## config.mk

```make
export PLATFORM = sky130hd
export DESIGN_NAME = vector_uop_sequencer
export DESIGN_NICKNAME = d
export VERILOG_FILES = /design/src/rtl/vector_uop_sequencer.sv
export SDC_FILE = /design/constraint.sdc
export NUM_CORES = 1
export LEC_CHECK = 0
export ABC_AREA = 1
export CAP_MARGIN = 20
export CORE_MARGIN = 5
export CORE_UTILIZATION = 30
export CTS_CLUSTER_SIZE = 14
export DETAILED_ROUTE_END_ITERATION = 12
export MAX_ROUTING_LAYER = met4
export PLACE_DENSITY = 0.65
export SLEW_MARGIN = 20
export SYNTH_ARGS = -nofsm -noshare
export SYNTH_HDL_FRONTEND = slang
export SYNTH_SLANG_ARGS = --single-unit
```

## constraint.sdc

```tcl
create_clock -name clk -period 2.55 [get_ports clk]
set_input_delay 0.6375 -clock clk [delete_from_list [all_inputs] [get_ports clk]]
set_output_delay 0.6375 -clock clk [all_outputs]
set_load 0.02 [all_outputs]
```

## src/rtl/vector_uop_sequencer.sv

```systemverilog
// vector_uop_sequencer
// Accepts one RV32V instruction at a time over a valid/ready handshake,
// decodes it, and issues it to execute as a stream of registered micro-op
// beats. Vector ops are split into ceil(vl/LANES) beats carrying an element
// index and lane mask; everything else issues a single beat. Owns the
// architectural vector length, updated by V_config on its beat handshake.
//
// Ports:
//   clk, rst_n                      clock, asynchronous active-low reset
//   instr_valid/instr_ready/instr   instruction handshake and word
//   vl_req                          requested vl, captured at V_config accept
//   uop_valid/uop_ready             micro-op beat handshake
//   alu_control, alu_mux_sel        ALU op and operand select
//   reg_write_X/V, data_write,
//   v_len_write, vlsu_write         write enables
//   mux1/mux2/demux_select          datapath selects
//   elem_idx, lane_mask, uop_last   beat position, lane enables, last flag
//   illegal                         opcode not recognised
//   vl                              current vector length
module vector_uop_sequencer #(
   parameter int LANES  = 4,
   parameter int MAX_VL = 16,
   parameter int VL_W   = $clog2(MAX_VL + 1)
) (
   input  logic             clk,
   input  logic             rst_n,
   input  logic             instr_valid,
   output logic             instr_ready,
   input  logic [31:0]      instr,
   input  logic [31:0]      vl_req,
   output logic             uop_valid,
   input  logic             uop_ready,
   output logic [3:0]       alu_control,
   output logic [2:0]       alu_mux_sel,
   output logic             reg_write_X,
   output logic             reg_write_V,
   output logic             data_write,
   output logic             v_len_write,
   output logic             vlsu_write,
   output logic             mux1_select,
   output logic             mux2_select,
   output logic             demux_select,
   output logic [VL_W-1:0]  elem_idx,
   output logic [LANES-1:0] lane_mask,
   output logic             uop_last,
   output logic             illegal,
   output logic [VL_W-1:0]  vl
);

   localparam logic [6:0] OP_X_R = 7'd51, OP_X_I_LOAD = 7'd3, OP_X_I = 7'd19,
                          OP_X_B = 7'd99, OP_X_S = 7'd35, OP_X_J = 7'd111,
                          OP_X_I_JUMP = 7'd103, OP_V_R = 7'd24, OP_V_I = 7'd39,
                          OP_V_S = 7'd67, OP_V_I_LOAD = 7'd44, OP_V_CONFIG = 7'd98;

   typedef enum logic {S_IDLE, S_ISSUE} state_t;

   state_t           r_state, w_state_nxt;
   logic             r_uop_valid, r_uop_last, r_illegal;
   logic [3:0]       r_alu;
   logic [2:0]       r_mux;
   logic             r_rx, r_rv, r_dw, r_vlw, r_vlsu, r_m1, r_m2, r_dm;
   logic [VL_W-1:0]  r_elem_idx, r_vl, r_vl_pend;
   logic [LANES-1:0] r_lane_mask;

   logic [3:0]       w_alu;
   logic [2:0]       w_mux;
   logic             w_rx, w_rv, w_dw, w_cfg, w_m1, w_m2, w_dm, w_vec, w_illegal;
   logic             w_accept, w_start, w_fire;
   logic [VL_W-1:0]  w_next_idx;
   logic             w_unused;

   function automatic logic [3:0] alu_from_f3(input logic [2:0] f3);
      case (f3)
         3'b000:  return 4'b0010;
         3'b011:  return 4'b0011;
         3'b111:  return 4'b0000;
         3'b110:  return 4'b0001;
         3'b100:  return 4'b0111;
         3'b010:  return 4'b0100;
         3'b001:  return 4'b0101;
         default: return 4'b0110;
      endcase
   endfunction

   // Lane i is live when its element index lies below the vector length.
   function automatic logic [LANES-1:0] mask_f(input logic [VL_W-1:0] base,
                                               input logic [VL_W-1:0] len);
      logic [LANES-1:0] m;
      for (int i = 0; i < LANES; i++) m[i] = (int'(base) + i < int'(len));
      return m;
   endfunction

   function automatic logic [VL_W-1:0] clamp_vl(input logic [31:0] req);
      if (req > 32'(MAX_VL)) return VL_W'(MAX_VL);
      return req[VL_W-1:0];
   endfunction

   // Instruction fields outside opcode/funct3 carry no control meaning here.
   assign w_unused = ^{instr[31:15], instr[11:7]};

   always_comb begin
      w_alu = 4'b0000; w_mux = 3'd0;
      w_rx = 1'b0; w_rv = 1'b0; w_dw = 1'b0; w_cfg = 1'b0;
      w_m1 = 1'b0; w_m2 = 1'b0; w_dm = 1'b0; w_vec = 1'b0; w_illegal = 1'b0;
      case (instr[6:0])
         OP_X_R:      begin w_alu = alu_from_f3(instr[14:12]); w_rx = 1'b1; end
         OP_X_I_LOAD: begin w_alu = 4'b0010; w_mux = 3'd1; w_rx = 1'b1; w_m1 = 1'b1; end
         OP_X_I:      begin w_alu = alu_from_f3(instr[14:12]); w_mux = 3'd1; w_rx = 1'b1; end
         OP_X_B:      w_alu = 4'b0100;
         OP_X_S:      begin w_alu = 4'b0010; w_mux = 3'd1; w_dw = 1'b1; end
         OP_X_J, OP_X_I_JUMP: ;
         OP_V_R:      begin
            w_alu = alu_from_f3(instr[14:12]); w_mux = 3'd2;
            w_rv = 1'b1; w_dm = 1'b1; w_vec = 1'b1;
         end
         OP_V_I:      begin
            w_alu = alu_from_f3(instr[14:12]); w_mux = 3'd3;
            w_rv = 1'b1; w_m2 = 1'b1; w_dm = 1'b1; w_vec = 1'b1;
         end
         OP_V_S:      begin
            w_alu = 4'b0010; w_mux = 3'd7; w_dw = 1'b1; w_m2 = 1'b1; w_vec = 1'b1;
         end
         OP_V_I_LOAD: begin
            w_alu = 4'b0010; w_mux = 3'd7; w_rv = 1'b1;
            w_m1 = 1'b1; w_m2 = 1'b1; w_dm = 1'b1; w_vec = 1'b1;
         end
         OP_V_CONFIG: w_cfg = 1'b1;
         default:     w_illegal = 1'b1;
      endcase
   end

   assign w_accept   = (r_state == S_IDLE) && instr_valid;
   // A vector op with vl==0 is consumed without issuing any beat.
   assign w_start    = w_accept && !(w_vec && (r_vl == '0));
   assign w_fire     = r_uop_valid && uop_ready;
   assign w_next_idx = r_elem_idx + VL_W'(LANES);

   always_ff @(posedge clk or negedge rst_n) begin
      if (!rst_n) r_state <= S_IDLE;
      else        r_state <= w_state_nxt;
   end

   always_comb begin
      w_state_nxt = r_state;
      case (r_state)
         S_IDLE:  if (w_start) w_state_nxt = S_ISSUE;
         S_ISSUE: if (w_fire && r_uop_last) w_state_nxt = S_IDLE;
         default: w_state_nxt = S_IDLE;
      endcase
   end

   always_ff @(posedge clk or negedge rst_n) begin
      if (!rst_n) begin
         r_uop_valid <= 1'b0; r_uop_last <= 1'b0; r_illegal <= 1'b0;
         r_alu <= '0; r_mux <= '0;
         r_rx <= 1'b0; r_rv <= 1'b0; r_dw <= 1'b0; r_vlw <= 1'b0; r_vlsu <= 1'b0;
         r_m1 <= 1'b0; r_m2 <= 1'b0; r_dm <= 1'b0;
         r_elem_idx <= '0; r_lane_mask <= '0; r_vl_pend <= '0;
         r_vl <= VL_W'(MAX_VL);
      end else if (w_start) begin
         r_uop_valid <= 1'b1;
         r_alu <= w_alu; r_mux <= w_mux; r_illegal <= w_illegal;
         r_rx <= w_rx; r_rv <= w_rv; r_dw <= w_dw; r_vlw <= w_cfg; r_vlsu <= w_cfg;
         r_m1 <= w_m1; r_m2 <= w_m2; r_dm <= w_dm;
         r_elem_idx  <= '0;
         r_lane_mask <= w_vec ? mask_f('0, r_vl) : '1;
         r_uop_last  <= w_vec ? (int'(r_vl) <= LANES) : 1'b1;
         r_vl_pend   <= clamp_vl(vl_req);
      end else if (w_fire) begin
         if (r_uop_last) begin
            r_uop_valid <= 1'b0;
            if (r_vlw) r_vl <= r_vl_pend;
         end else begin
            // vl cannot change mid-burst, so the tail is derived from it directly.
            r_elem_idx  <= w_next_idx;
            r_lane_mask <= mask_f(w_next_idx, r_vl);
            r_uop_last  <= (int'(w_next_idx) + LANES >= int'(r_vl));
         end
      end
   end

   assign instr_ready  = (r_state == S_IDLE);
   assign uop_valid    = r_uop_valid;
   assign alu_control  = r_alu;
   assign alu_mux_sel  = r_mux;
   assign reg_write_X  = r_rx;
   assign reg_write_V  = r_rv;
   assign data_write   = r_dw;
   assign v_len_write  = r_vlw;
   assign vlsu_write   = r_vlsu;
   assign mux1_select  = r_m1;
   assign mux2_select  = r_m2;
   assign demux_select = r_dm;
   assign elem_idx     = r_elem_idx;
   assign lane_mask    = r_lane_mask;
   assign uop_last     = r_uop_last;
   assign illegal      = r_illegal;
   assign vl           = r_vl;

endmodule

```

-- Yosys cells after proc, flatten, opt, wreduce, memory -nomap -nowiden
Cells that the tools add are included.
- register bits: 36
- input bits: 68
- output and inout bits: 33
- logic and storage cells: 109
- add/sub/neg operators: 5
- $lt $le $gt $ge: 11
- equal/unequal tests: 19
- mux-type cells: 32
- bitwise operators: 2
- reductions and logical operators: 24
- operators by type and width (operator ; number):
    equality test 7 bit (second input constant) ; 5
    > comparator 32 x 5 -> 1 bit (second input constant) ; 1
    equality test 7 x 6 -> 1 bit (second input constant) ; 4
    two-way mux 5 bit ; 5
    one-hot mux 3 bit (7 select lines) ; 1
    two-way mux 1 bit ; 19
    less-than comparator 6 x 5 -> 1 bit ; 3
    two-way mux 4 bit ; 4
    equality test 7 x 5 -> 1 bit (second input constant) ; 2
    adder 5 x 2 -> 6 bit (second input constant) ; 2
    one-hot mux 3 bit (4 select lines) ; 1
    OR reduction 12 bit ; 1
    OR reduction 3 bit ; 4
    OR reduction 4 bit ; 3
    less-than comparator 1 x 5 -> 1 bit (first input constant) ; 2
    less-than comparator 2 x 5 -> 1 bit (first input constant) ; 2
    equality test 3 bit (second input constant) ; 3
    one-hot mux 3 bit (3 select lines) ; 1
    equality test 7 x 2 -> 1 bit (second input constant) ; 1
    adder 5 x 1 -> 6 bit (second input constant) ; 1
    adder 5 x 3 -> 6 bit (second input constant) ; 1
    equality test 3 x 2 -> 1 bit (second input constant) ; 2
    greater-or-equal comparator 6 x 5 -> 1 bit ; 1
    OR reduction 2 bit ; 3
    other kinds (14) ; 21

-- Logic depth before layout (Yosys ltp)
Gate-level depths: netlist of the first run.
- depth in word-level cells: 8
- gate-level depth with buffers: 13
- gate-level depth less buffers: 13

-- Worst setup path before layout of the first run
OpenSTA, ideal clock, no wires.
- path type: flip-flop to flip-flop
- from: register r_elem_idx[2], in the netlist elem_idx[2]
- to: register r_uop_last, in the netlist uop_last
- library setup time: 113 ps
- arrival time: 1971 ps
- data required time: 2437 ps
- setup slack: 466 ps
- stages on the path, launching flop included: 12
- path buffers: 0
- period minus slack after synthesis: 2084 ps
- cells stage by stage: dfrtp_1 -> inv_1 -> ha_1 -> xor2_1 -> ha_1 -> a21o_1 -> nand3_1 -> nand3_1 -> nand2_1 -> nand3_1 -> nand2_1 -> inv_1
- word-level cells in the longest chain between the ends: 6
- RTL lines (what ; line ; source):
    start: declaration ; 62 ; logic [VL_W-1:0] r_elem_idx, r_vl, r_vl_pend;
    start signal: assignment ; 175 ; r_elem_idx <= w_next_idx;
    adder 5 x 3 -> 5 bit ; 136 ; assign w_next_idx = r_elem_idx + VL_W'(LANES);
    adder 5 x 3 -> 6 bit ; 177 ; r_uop_last <= (int'(w_next_idx) + LANES >= int'(r_vl));
    greater-or-equal comparator 6 x 5 -> 1 bit ; 177 ;
    two-way mux 1 bit ; 170 ; if (r_uop_last) begin
    two-way mux 1 bit ; 169 ; end else if (w_fire) begin
    two-way mux 1 bit ; 160 ; end else if (w_start) begin
    end signal: assignment ; 167 ; r_uop_last <= w_vec ? (int'(r_vl) <= LANES) : 1'b1;
    end signal: assignment ; 177 ;
    end: declaration ; 58 ; logic r_uop_valid, r_uop_last, r_illegal;
Every way passes these cells. The select of a mux whose other input is x is not followed.
A chain may end at the register's enable or synchronous reset.

-- Worst setup path in the final report of the first run
- from: input instr[5]
- to: register r_uop_last, in the netlist uop_last
- word-level cells in the longest chain between the ends: 7
- elaborated cells between the ends (all ways): 12
- classes of those cells: eq/ne: 4; mux: 3; reduce/logical: 5
- RTL lines (what ; line ; source):
    start: declaration ; 29 ; input logic [31:0] instr,
    equality test 7 x 6 -> 1 bit, or another cell as far along ; 105 ; case (instr[6:0])
    OR reduction 4 bit (no line) (*) ; - ;
    two-way mux 1 bit (*) ; 105 ;
    logical AND 1 bit ; 134 ; assign w_start = w_accept && !(w_vec && (r_vl == '0));
    logical NOT 1 bit ; 134 ;
    logical AND 1 bit ; 134 ;
    two-way mux 1 bit or nonzero test 2 bit (tied branches) ; - ;
Every way passes the cells marked *; elsewhere a longest branch is shown, timed or not.

==> run_results.csv, run 1 <==
group,metric,value,unit
run_status,status,"completed",
synth,avgSynthCellArea,7.28,sq um
global_routing,antenna_found_initial,0,
cells_and_area,drive_above_1_share,8.01,%
detailed_routing,drt_drc_violations_left,0,
power,p_sw_share,33.8,%
setup_path,critPathLaunchType,"input port",
sta,finalMaxSlewViolations,0,
global_routing,gr-total-overflow,0,
setup_path,cp-end-kind,"register",
detailed_routing,dr.pass1.iters,4,
clock_tree,cts_tree,"yes",
placed_design,post-place-ws,-0.0314,ns
clock_tree,insertion_delay,0.29,ns
cells_and_area,mostFrequentLayoutCell,"nand2_1",
synth,yosysSeqAreaShare,36.9,%
clock_tree,cts.path.max_buffers,2,
cells_and_area,fillers,762,
placed_design,globalplace.congestion,0.824,
clock_tree,cts_sinks,33,
global_routing,grt_max_degree,34,
power,clockPowerShare,25.5,%
sta,fin_hold_ws,0.480,ns
sta,setup_viol,0,
power,seq_power_share,37.8,%
clock_tree,clkSlewWorstSetupHoldPaths,0.08,ns
sta,max_freq,443,MHz
detailed_routing,wl,5.51,mm
setup_path,worstPathRequired,2.74,ns
detailed_routing,ant_nets,0,
detailed_routing,drt_iter0_drc,70,
floorplanning,core-area,0.00725,sq mm
synth,synth_area,0.00224,sq mm
sta,rsz0062_at_grt,"no",
setup_path,critPathKind,"input port to register",
power,powerDensity,534,mW/mm^2
sta,finalHoldViolations,0,
placed_design,dpl_cell_area,0.00309,sq mm
sta,timing.final.crit_period,2.26,ns
cells_and_area,n_antenna_cell,0,
synth,synth-warning-count,0,
power,power.switching,575,uW
sta,fin_skew,0.0122,ns
run,cap_violations,0,
cells_and_area,final_nets,465,
sta,setup_slack,0.293,ns
floorplanning,initial_core_util,30.9,%
clock_tree,cts-root-buf,"clkbuf_8",
floorplanning,num_rows,31,
cells_and_area,area_growth,42.2,%
detailed_routing,avgRoutedWirePerCell,11.3,microns
setup_path,arrival,2.45,ns
setup_path,path_max_fanout,11,
power,intPower,1130,uW
power,ir_worst_vdd,0.178,mV
clock_tree,cts_resized,0,
hold_path,hold_path.class,"register to register",
sta,fin_crit_sh,88.5,%
clock_tree,post-cts-setup-buffers,0,
placed_design,hpwl,4.50,mm
floorplanning,die-area,0.00930,sq mm
power,pwr-share-comb,36.8,%
detailed_routing,vias,2160,
clock_tree,cts_max_level,2,
cells_and_area,stdcell_count,486,
synth,ys_ff_latch,33,
global_routing,grt_pass1_vias,2252,
cells_and_area,design_area,0.00319,sq mm
detailed_routing,vias_per_cell,4.44,
clock_tree,cts_buffers,5,
sta,tightest_slew,0.510,ns
placed_design,placed_cells,478,
synth,synthDistinctLibCells,32,
power,leakage,0.00152,uW
global_routing,grt_util_all_layers,13.2,%
global_routing,grt_pass1_wl,9.48,mm
clock_tree,holdBufCountCts,0,
cells_and_area,mostFrequentLayoutCells,"nand2_1 (85), clkdlybuf4s50_1 (75), inv_1 (39), dfrtp_1 (32), nor2_1 (29)",
placed_design,port-buffer-count,75,
floorplanning,die_x,96.4,microns
floorplanning,io_pins,101,
power,p_total,1700,uW
sta,max_slew_margin,65.9,%
floorplanning,die_h,96.4,microns
synth,synthCells,308,
layer usage:
metal,part of all wire (%),GRT usage (%),vias to the layer above,routed length (microns)
li1,-,-,1148,-
met1,45,15.5,961,2480
met2,49,22.8,49,2720
met3,4.9,2.48,2,268
met4,0.67,4.21,0,37
met5,0,-,-,0
power groups by stage:
stage	combinational, uW	sequential (uW)	clock, uW
after floorplan	294	716	0
after global placement	631	652	0
after detailed placement	635	654	0
after CTS	636	645	447
after global routing	697	652	469
final	626	643	433
logic make-up (layout without fill, tap and decap cells):
family	after synthesis	in the layout	synth area share [%]
simple gates	174	174	35.7
buf+inv	53	130	11.5
compound gates	33	33	8.38
flops	33	33	36.9
fa+ha+maj	11	11	6.14
xor+xnor	3	3	1.17
other cells	1	3	0.167
critical path, stage by stage:
cell and delay [ns]:
clkdlybuf4s50_1 0.55, inv_1 0.10, nand3_1 0.10, nor2_2 0.06, nor2_2 0.17, nand2_4 0.10, nand2_2 0.08, nand2_4 0.07
inv_1 0.33, nand3_1 0.13, nand2_1 0.09, inv_1 0.04
final cells by class:
| type | instances | area [sq um] | share of cell area, % |
|---|---|---|---|
| clock buffers | 7 | 96.3 | 3.02 |
| clock inverters | 1 | 5.00 | 0.157 |
| inverters | 42 | 158 | 4.95 |
| multi-input cells | 224 | 1160 | 36.5 |
| flip-flops and latches | 33 | 827 | 26.0 |
| well taps | 99 | 124 | 3.89 |
| repair buffers | 80 | 813 | 25.5 |
sequential cells by signal, summed over array words and instances (netlist names):
| name | flops |
|---|---|
| r_vl_pend | 5 |
| vl | 5 |
| lane_mask | 4 |
| alu_control | 3 |
| alu_mux_sel | 3 |
| elem_idx | 3 |
| data_write | 1 |
| demux_select | 1 |
| illegal | 1 |
| mux1_select | 1 |
| mux2_select | 1 |
| r_state | 1 |
| reg_write_X | 1 |
| uop_last | 1 |
| uop_valid | 1 |
| vlsu_write | 1 |
Yosys cell counts:
cell	count	share of area, %
nand2_1	85	14
inv_1	39	6.5
dfrtp_1	32	36
nor2_1	29	4.9
nand3_1	21	4.7
ha_1	11	6.1
nand4_1	10	2.8
nor4_1	10	2.8
o21ai_0	10	2.2
o21ai_1	9	2.0
a21oi_1	5	1.1
buf_4	5	1.7
nor2_2	5	1.4
nor3_1	4	0.89
o211ai_1	4	1.3
inv_2	3	0.50
nand3_2	3	1.3
xor2_1	3	1.2
buf_2	2	0.45
buf_6	2	1.0
buf_8	2	1.3
nand2_2	2	0.56
nand2_4	2	1.0
nand3b_1	2	0.67
a211oi_1	1	0.34
a21boi_0	1	0.34
a21o_1	1	0.34
a31oi_1	1	0.28
conb_1	1	0.17
dfstp_2	1	1.2
nor2_4	1	0.50
o21ai_2	1	0.39
path summary, 6_finish.rpt:
kind	startpoint	endpoint	slack [ns]	depth (start not counted)
max in group asynchronous	rst_n	vl[4]$_DFFE_PN1P_	1.44	2
worst min-delay path	alu_mux_sel[1]$_DFFE_PN0P_	alu_mux_sel[1]$_DFFE_PN0P_	0.48	2
worst max register to register	elem_idx[2]$_DFFE_PN0P_	uop_last$_DFFE_PN0P_	0.40	12
min in group asynchronous	rst_n	uop_last$_DFFE_PN0P_	0.77	2
worst min register to register	alu_mux_sel[1]$_DFFE_PN0P_	alu_mux_sel[1]$_DFFE_PN0P_	0.48	2
worst max-delay path	instr[5]	uop_last$_DFFE_PN0P_	0.29	12
metrics by stage:
step / setup TNS [ns] / utilization [%]
floorplan: 0 / -
global placement: -0.0289 / 42.5
detailed placement: -0.0314 / 42.5
CTS: 0 / 43.9
global route: 0 / 43.9
finish: 0 / 43.9
(Power assumes the default switching activity.)
==> inputs of run 2 (changes only) <==
--- a/config.mk
+++ b/config.mk
@@ -6,7 +6,7 @@
 export NUM_CORES = 1
 export LEC_CHECK = 0
 export ABC_AREA = 1
-export CAP_MARGIN = 20
+export CAP_MARGIN = 15
 export CORE_MARGIN = 5
 export CORE_UTILIZATION = 30
 export CTS_CLUSTER_SIZE = 14
==> results of run 2 <==
Final layout, timing and power as in run 1 (identical DEF).
==> inputs of run 3 (changes only) <==
--- a/config.mk
+++ b/config.mk
@@ -13,6 +13,7 @@
 export DETAILED_ROUTE_END_ITERATION = 12
 export MAX_ROUTING_LAYER = met4
 export PLACE_DENSITY = 0.65
+export SETUP_SLACK_MARGIN = 0.4
 export SLEW_MARGIN = 20
 export SYNTH_ARGS = -nofsm -noshare
 export SYNTH_HDL_FRONTEND = slang
==> constraint.sdc (replaced) <==
create_clock -name clk -period 2.55 [get_ports clk]
set_input_delay 0.3825 -clock clk [delete_from_list [all_inputs] [get_ports clk]]
set_output_delay 0.3825 -clock clk [all_outputs]
set_load 0.02 [all_outputs]
==> run_results.csv, run 3 (synthesis results as in run 1) <==
group,metric,value,unit
power,leakage,0.00150,uW
setup_path,critPathLaunchType,"input port",
detailed_routing,drt_iter0_drc,51,
floorplanning,num_rows,31,
sta,setup_viol,0,
global_routing,grt_util_all_layers,13.0,%
floorplanning,die_x,96.4,microns
floorplanning,initial_core_util,30.9,%
sta,max_slew_margin,65.7,%
sta,tightest_slew,0.513,ns
detailed_routing,wl,5.67,mm
placed_design,hpwl,4.43,mm
run,cap_violations,0,
cells_and_area,drive_above_1_share,8.81,%
detailed_routing,vias,2174,
detailed_routing,dr.pass1.iters,4,
detailed_routing,avgRoutedWirePerCell,11.7,microns
cells_and_area,area_growth,42.9,%
clock_tree,cts_buffers,5,
clock_tree,cts.path.max_buffers,2,
hold_path,hold_path.class,"register to register",
setup_path,arrival,2.18,ns
sta,max_freq,500,MHz
placed_design,globalplace.congestion,0.811,
power,ir_worst_vdd,0.243,mV
floorplanning,die_h,96.4,microns
clock_tree,cts_tree,"yes",
sta,fin_crit_sh,78.4,%
clock_tree,insertion_delay,0.28,ns
cells_and_area,fillers,748,
power,pwr-share-comb,34.5,%
setup_path,critPathKind,"input port to register",
detailed_routing,vias_per_cell,4.48,
floorplanning,io_pins,101,
clock_tree,cts_max_level,2,
placed_design,port-buffer-count,75,
sta,finalMaxSlewViolations,0,
global_routing,grt_pass1_vias,2140,
setup_path,worstPathRequired,2.73,ns
power,p_sw_share,33.2,%
sta,fin_skew,0.00295,ns
sta,rsz0062_at_grt,"yes",
clock_tree,cts-root-buf,"clkbuf_8",
global_routing,grt_max_degree,48,
run_status,status,"completed",
power,power.switching,590,uW
setup_path,rrSetupSlack,0.63,ns
clock_tree,clkSlewWorstSetupHoldPaths,0.07,ns
placed_design,placed_cells,476,
setup_path,cp-end-kind,"register",
floorplanning,core-area,0.00725,sq mm
power,powerDensity,554,mW/mm^2
cells_and_area,mostFrequentLayoutCell,"nand2_1",
clock_tree,cts_sinks,33,
cells_and_area,n_antenna_cell,0,
power,intPower,1180,uW
sta,finalHoldViolations,0,
cells_and_area,mostFrequentLayoutCells,"nand2_1 (85), clkdlybuf4s50_1 (75), inv_1 (37), dfrtp_1 (31), nor2_1 (29)",
power,clockPowerShare,29.4,%
sta,setup_tns,0,ns
global_routing,gr-total-overflow,0,
detailed_routing,ant_nets,0,
sta,timing.final.crit_period,2.00,ns
detailed_routing,drt_drc_violations_left,0,
cells_and_area,stdcell_count,485,
power,seq_power_share,36.1,%
cells_and_area,final_nets,464,
floorplanning,die-area,0.00930,sq mm
global_routing,antenna_found_initial,0,
global_routing,grt_pass1_wl,9.34,mm
clock_tree,holdBufCountCts,0,
setup_path,path_max_fanout,47,
-- run 3: cell types whose count changed in the layout (fill, tap and decap cells not counted), sizes merged --
cell,delta
clkinvlp,+2
buf,-1
bufinv,+1
clkbuf,-1
clkinv,-1
inv,-1
-- run 3: final cells by class --
type                       count  area (sq um)  area share (%)
clock inverter                 2          37.5            1.17
tap                           99           124            3.87
sequential                    33           828            25.9
timing repair buffer          79           793            24.8
clock buffer                   6          82.6            2.58
multi-input combinational    224          1180            36.7
inverter                      42           161            5.04
-- run 3: worst paths after layout --
path,from,endpoint,cells past startpoint
min,r_vl_pend[2]$_DFFE_PN0P_,r_vl_pend[2]$_DFFE_PN0P_,2
min reg2reg,r_vl_pend[2]$_DFFE_PN0P_,r_vl_pend[2]$_DFFE_PN0P_,2
max,instr[3],vl[0]$_DFFE_PN0P_,13
max in group asynchronous,rst_n,vl[4]$_DFFE_PN1P_,2
max reg2reg,elem_idx[2]$_DFFE_PN0P_,lane_mask[1]$_DFFE_PN0P_,13
min in group asynchronous,rst_n,alu_mux_sel[2]$_DFFE_PN0P_,2
-- run 3: layer usage --
layer	track usage, %	routed length (microns)	up-vias
met1	15.4	2530	962
met3	2.40	264	8
met5	-	0	-
met2	22.3	2780	51
li1	-	-	1153
met4	3.86	91	0
-- run 3: through the flow --
| step | total power (uW) | setup slack [ns] | hold WS (ns) | util (%) | area (sq um) |
|---|---|---|---|---|---|
| global route | 1880 | 0.388 | 0.513 | 44.2 | 3200 |
| finish | 1770 | 0.551 | 0.483 | 44.2 | 3200 |
| detailed placement | 1270 | 0.251 | 0.468 | 42.2 | 3060 |
| global placement | 1260 | 0.239 | 0.464 | 42.2 | 3060 |
| floorplan | 1010 | 0.466 | 0.0869 | - | 2250 |
| CTS | 1800 | 0.474 | 0.489 | 43.8 | 3180 |
-- run 3: worst max-delay path, stage by stage --
cell and delay, ns:
clkdlybuf4s50_1 0.54, inv_1 0.05, nor2_1 0.13, nand2_1 0.09, nor2_2 0.13, nor2_2 0.08
nand2_4 0.09, nand2_2 0.07, nand2_4 0.10, buf_12 0.22, nand3_2 0.14, nand2_1 0.10
nand2_1 0.04
-- run 3: power groups by stage --
stage | sequential [uW] | combinational, uW | clock (uW)
floorplan | 716 | 294 | 0
global placement | 652 | 611 | 0
detailed placement | 654 | 619 | 0
CTS | 644 | 622 | 538
global route | 651 | 680 | 554
finish | 641 | 612 | 521
-- run 3: timing repair --
action | 4_1_cts | 5_1_grt
endpoints found under the hold margin | 0 | 0
endpoints found under the setup margin | 2 | 4
setup buffers | 0 | 1
gates cloned | 0 | 0
resized for setup | 1 | 3
